===== src/rtl/serial_negate_pkg.sv =====
// Shared types for the serial negate unit: mode encodings, FSM states and
// the per-operand invert/carry selection rules.
package serial_negate_pkg;

    localparam logic [1:0] MODE_PASS = 2'b00;
    localparam logic [1:0] MODE_ONES = 2'b01;
    localparam logic [1:0] MODE_NEG  = 2'b10;
    localparam logic [1:0] MODE_ABS  = 2'b11;

    typedef enum logic [1:0] {
        IDLE = 2'b00,
        CALC = 2'b01,
        DONE = 2'b10
    } state_t;

    // Absolute value only flips negative operands, so it borrows the sign bit.
    function automatic logic mode_invert(input logic [1:0] mode, input logic sign);
        case (mode)
            MODE_ONES, MODE_NEG: mode_invert = 1'b1;
            MODE_ABS:            mode_invert = sign;
            default:             mode_invert = 1'b0;
        endcase
    endfunction

    function automatic logic mode_carry(input logic [1:0] mode, input logic sign);
        case (mode)
            MODE_NEG: mode_carry = 1'b1;
            MODE_ABS: mode_carry = sign;
            default:  mode_carry = 1'b0;
        endcase
    endfunction

endpackage


===== src/rtl/negate_digit.sv =====
// One digit of the serial datapath: (digit XOR invert) + carry_in through a
// ripple of 1-bit full-adder cells whose second addend is tied low.
module negate_digit #(
    parameter int DIGIT = 4
) (
    input  logic [DIGIT-1:0] digit,
    input  logic             invert,
    input  logic             carry_in,
    output logic [DIGIT-1:0] sum,
    output logic             carry_out
);

    logic [DIGIT:0]   carry;
    logic [DIGIT-1:0] addend;

    assign carry[0] = carry_in;

    for (genvar i = 0; i < DIGIT; i++) begin : g_cell
        assign addend[i]  = digit[i] ^ invert;
        assign sum[i]     = addend[i] ^ 1'b0 ^ carry[i];
        assign carry[i+1] = (addend[i] & 1'b0) | (addend[i] & carry[i]) | (1'b0 & carry[i]);
    end

    assign carry_out = carry[DIGIT];

endmodule


===== src/rtl/serial_negate_unit.sv =====
// Digit-serial pass / ones-complement / negate / absolute-value unit with a
// valid/ready handshake on both sides; one DIGIT-wide slice per CALC cycle.
module serial_negate_unit
    import serial_negate_pkg::*;
#(
    parameter int WIDTH = 16,
    parameter int DIGIT = 4
) (
    input  logic             clk,
    input  logic             rst_n,
    input  logic             in_valid,
    output logic             in_ready,
    input  logic [WIDTH-1:0] in_a,
    input  logic [1:0]       in_mode,
    output logic             out_valid,
    input  logic             out_ready,
    output logic [WIDTH-1:0] out_y,
    output logic             out_ovf
);

    localparam int NDIG  = WIDTH / DIGIT;
    localparam int IDX_W = (NDIG > 1) ? $clog2(NDIG) : 1;
    localparam logic [IDX_W-1:0] LAST_IDX = IDX_W'(NDIG - 1);
    localparam logic [WIDTH-1:0] MIN_VAL  = {1'b1, {(WIDTH-1){1'b0}}};

    if (WIDTH % DIGIT != 0) begin : g_bad_digit
        $error("serial_negate_unit: WIDTH must be a multiple of DIGIT");
    end

    state_t             state_q, state_d;
    logic [WIDTH-1:0]   operand_q, operand_d;
    logic [WIDTH-1:0]   result_q, result_d;
    logic [IDX_W-1:0]   idx_q, idx_d;
    logic               invert_q, invert_d;
    logic               carry_q, carry_d;
    logic               ovf_q, ovf_d;
    logic               live_q;

    logic [DIGIT-1:0]   digit_in;
    logic [DIGIT-1:0]   digit_sum;
    logic               digit_cout;

    assign digit_in = operand_q[int'(idx_q) * DIGIT +: DIGIT];

    negate_digit #(.DIGIT(DIGIT)) u_digit (
        .digit     (digit_in),
        .invert    (invert_q),
        .carry_in  (carry_q),
        .sum       (digit_sum),
        .carry_out (digit_cout)
    );

    // live_q keeps in_ready low until the first edge after reset release.
    assign in_ready  = (state_q == IDLE) && live_q;
    assign out_valid = (state_q == DONE);
    assign out_y     = result_q;
    assign out_ovf   = ovf_q;

    always_comb begin
        state_d   = state_q;
        operand_d = operand_q;
        result_d  = result_q;
        idx_d     = idx_q;
        invert_d  = invert_q;
        carry_d   = carry_q;
        ovf_d     = ovf_q;
        case (state_q)
            IDLE: begin
                if (in_valid && in_ready) begin
                    operand_d = in_a;
                    idx_d     = '0;
                    invert_d  = mode_invert(in_mode, in_a[WIDTH-1]);
                    carry_d   = mode_carry(in_mode, in_a[WIDTH-1]);
                    ovf_d     = ((in_mode == MODE_NEG) || (in_mode == MODE_ABS)) && (in_a == MIN_VAL);
                    state_d   = CALC;
                end
            end
            CALC: begin
                result_d[int'(idx_q) * DIGIT +: DIGIT] = digit_sum;
                carry_d = digit_cout;
                if (idx_q == LAST_IDX) begin
                    idx_d   = '0;
                    state_d = DONE;
                end else begin
                    idx_d = idx_q + 1'b1;
                end
            end
            DONE: begin
                if (out_ready) begin
                    state_d = IDLE;
                end
            end
            default: state_d = IDLE;
        endcase
    end

    always_ff @(posedge clk or negedge rst_n) begin
        if (!rst_n) begin
            state_q <= IDLE;
        end else begin
            state_q <= state_d;
        end
    end

    always_ff @(posedge clk or negedge rst_n) begin
        if (!rst_n) begin
            operand_q <= '0;
            result_q  <= '0;
            idx_q     <= '0;
            invert_q  <= 1'b0;
            carry_q   <= 1'b0;
            ovf_q     <= 1'b0;
            live_q    <= 1'b0;
        end else begin
            operand_q <= operand_d;
            result_q  <= result_d;
            idx_q     <= idx_d;
            invert_q  <= invert_d;
            carry_q   <= carry_d;
            ovf_q     <= ovf_d;
            live_q    <= 1'b1;
        end
    end

endmodule

===== config.mk =====
export PLATFORM = sky130hd
export DESIGN_NAME = serial_negate_unit
export DESIGN_NICKNAME = d
export VERILOG_FILES = /design/src/rtl/serial_negate_pkg.sv /design/src/rtl/negate_digit.sv /design/src/rtl/serial_negate_unit.sv
export SDC_FILE = /design/constraint.sdc
export NUM_CORES = 1
export LEC_CHECK = 0
export BUFFER_PORTS_ARGS = -buffer_cell sky130_fd_sc_hd__clkbuf_2
export CORE_MARGIN = 4
export CORE_UTILIZATION = 27
export CTS_BUF_LIST = sky130_fd_sc_hd__clkbuf_16
export DETAILED_ROUTE_END_ITERATION = 10
export PLACE_DENSITY = 0.57
export SETUP_SLACK_MARGIN = 0.2
export SLEW_MARGIN = 20
export SYNTH_ARGS = -nofsm -noshare
export SYNTH_HDL_FRONTEND = slang
export SYNTH_SLANG_ARGS = --single-unit

===== constraint.sdc =====
create_clock -name clk -period 4.4 [get_ports clk]
set_clock_uncertainty 0.2 [all_clocks]
set_input_delay 0.44 -clock clk [delete_from_list [all_inputs] [get_ports clk]]
set_output_delay 0.44 -clock clk [all_outputs]
set_load 0.05 [all_outputs]

==> out/qor.yml <==
cts:
  htreeDepth: 2
  cts.sinks: 40
  cts_buffer_depth: 2
  cts-hold-fix-buffers: 0
  clk_latency_ps: 270
  clk_pin_slew_ps: 60
  cts_tree: "yes"
  cts-resized-gates: 0
  cts_made_buffers: 5
  post_cts_buffers: 0
  clock-root-buffer: "clkbuf_16"
hold_path:
  hold_path.class: "in2async"
yosys:
  synth.distinct_cells: 32
  ys_top_cells_by_area: "dfrtp_1 (51%), nand2_1 (11%), ha_1 (8.2%)"
  synth_flop_cell: "dfrtp_1"
  synth_area_per_cell_um2: 10.9
  yosysSeqAreaShare: 0.507
  syn_inst: 181
  yosysTopAreaCellShare: 0.507
  synth-edff-count: 0
  synthArstFlopShare: 1.00
  synthesis.area_um2: 1980
  synth_area_leader_cell: "dfrtp_1"
  synth-seq-cells: 40
  synth_nets: 216
  yosysWarnings: 0
timing:
  final-hold-violation-count: 0
  tightest_slew_ps: 892
  setup-tns-final_ps: 0
  slew_violations: 0
  rsz0062_at_grt: "no"
  max_freq_mhz: 352
  period_share: 0.645
  setup_viol: 0
  slew_headroom: 0.406
  fin_crit_ps: 2840
global_route:
  grt_pass1_vias: 1619
  grt_pass1_wl_um: 8010
  antenna_found_initial: 0
  grt-ovfl-total: 0
  grt_use_total: 0.115
  grt_max_degree: 41
final_layout:
  mostFrequentLayoutCells: "nand2_1 (57), dfrtp_1 (40), clkbuf_2 (39)"
  diodes: 0
  fin_nets: 258
  drive_gt1_frac: 0.254
  final_common_cell: "nand2_1"
  synthToLayoutAreaGrowth_pct: 22.7
  final_area_um2: 2420
floorplan:
  core-area_um2: 6940
  die-area_um2: 8750
  rows: 30
  die_y_um: 93.5
  start_util: 0.285
  die_w_um: 93.5
  pin_count: 41
critical_path:
  r2r-end: "out_y[11]$_DFFE_PN0P_"
  worst_ep_required_time_ps: 4370
  r2r-start: "idx_q[0]$_DFFE_PN0P_"
  start_kind: "flip-flop"
  worst-path-max-fanout: 13
  worst_setup_path_end_kind: "flip-flop"
  cp-startpoint: "idx_q[0]$_DFFE_PN0P_"
  rr_worst_depth: 7
  criticalPathCategory: "reg2reg"
  r2r_slack_ps: 1560
  cp.arrival_ps: 2810
routing:
  drt.antenna.violating_nets: 0
  drtIter0Drc: 81
  drt_first_pass_iters: 4
  num_vias: 1442
  avgRoutedWirePerCell_um: 13.8
  drc: 0
  vias_per_cell: 4.51
  wirelength_um: 4430
placement:
  dp_hpwl_um: 3270
  place_congestion: 0.748
  io_buffers: 40
  post_dp_cell_area_um2: 2260
power:
  power_leakage_nw: 1.25
  p_per_area_nw_per_um2: 777
  peakVddDrop_mv: 0.251
  power.total_mw: 1.88
run:
  drv_cap: 0
run_status:
  status: "completed"
layer usage:
layer,GRT usage,vias up,wire length [um]
met5,0,-,0
met4,0.0253,0,25
met3,0.0338,2,271
met2,0.179,41,1950
met1,0.159,683,2180
li1,-,716,-
Yosys cell counts (2+ instances only):
master,n
o41ai_1,2
nor4_1,4
nand3b_1,2
buf_4,2
nand2b_1,2
buf_6,2
buf_2,2
dfrtp_1,40
a22o_1,13
o31ai_1,5
nor2b_1,2
xor2_1,4
ha_1,13
nand2_1,57
nor3_1,4
mux4_2,4
nand3_1,2
inv_1,6
nand3b_4,2
cell type report:
| cell class | instances | area (um^2) |
|---|---|---|
| Fill cell | 730 | 4520 |
| Sequential cell | 40 | 1000 |
| Clock inverter | 3 | 38.8 |
| Multi-Input combinational cell | 128 | 901 |
| Inverter | 6 | 22.5 |
| Timing Repair Buffer | 42 | 215 |
| Tap cell | 96 | 120 |
| Clock buffer | 5 | 125 |
report_power, final:
group / internal, mW / leakage, nW / switching, mW
Combinational: 0.303 / 0.646 / 0.536
Sequential: 0.507 / 0.520 / 0.135
Clock: 0.264 / 0.0850 / 0.138
Total: 1.07 / 1.25 / 0.809
stage by stage:
step	hold WS [ps]	setup slack, ps	utilization	std cells
global route	166	1360	0.349	320
finish	90.2	1560	0.349	320
detailed placement	263	1530	0.325	312
global placement	256	1620	0.325	312
CTS	165	1530	0.349	320
floorplan	-55.6	1840	-	181
critical path: stages (launching register included):
cell,delay [ps]
dfrtp_1,680
mux4_2,580
xor2_1,160
ha_1,190
ha_1,170
ha_1,180
ha_1,340
a22o_1,220
registers in the layout (all words and copies together) (netlist names):
| signal | flops |
|---|---|
| out_y | 16 |
| idx_q | 2 |
| live_q | 1 |
| carry_q | 1 |
| operand_q | 16 |
| state_q | 2 |
| out_ovf | 1 |
| invert_q | 1 |
kinds of logic (layout without fill, tap and decap cells):
logic type | after synthesis | after routing | synth area share
DFF | 40 | 40 | 0.507
and+or+nand+nor | 81 | 81 | 0.207
other | 1 | 1 | 0.00190
adders and majority gates | 13 | 13 | 0.0823
buffers and inverters | 13 | 56 | 0.0374
xor gates and xnor gates | 4 | 4 | 0.0177
AOI/OAI and AO/OA | 25 | 25 | 0.101
muxes | 4 | 4 | 0.0456
how the worst max path moves through the flow:
| stage | end | cells past startpoint | slack, ps |
|---|---|---|---|
| after floorplan | out_y[7]$_DFFE_PN0P_ | 8 | 1840 |
| after global placement | out_y[15]$_DFFE_PN0P_ | 7 | 1620 |
| after detailed placement | out_y[3]$_DFFE_PN0P_ | 7 | 1530 |
| after CTS | out_y[11]$_DFFE_PN0P_ | 7 | 1530 |
| after global routing | out_y[14]$_DFFE_PN0P_ | 7 | 1360 |
| final | out_y[11]$_DFFE_PN0P_ | 7 | 1560 |
(Power assumes the default switching activity.)
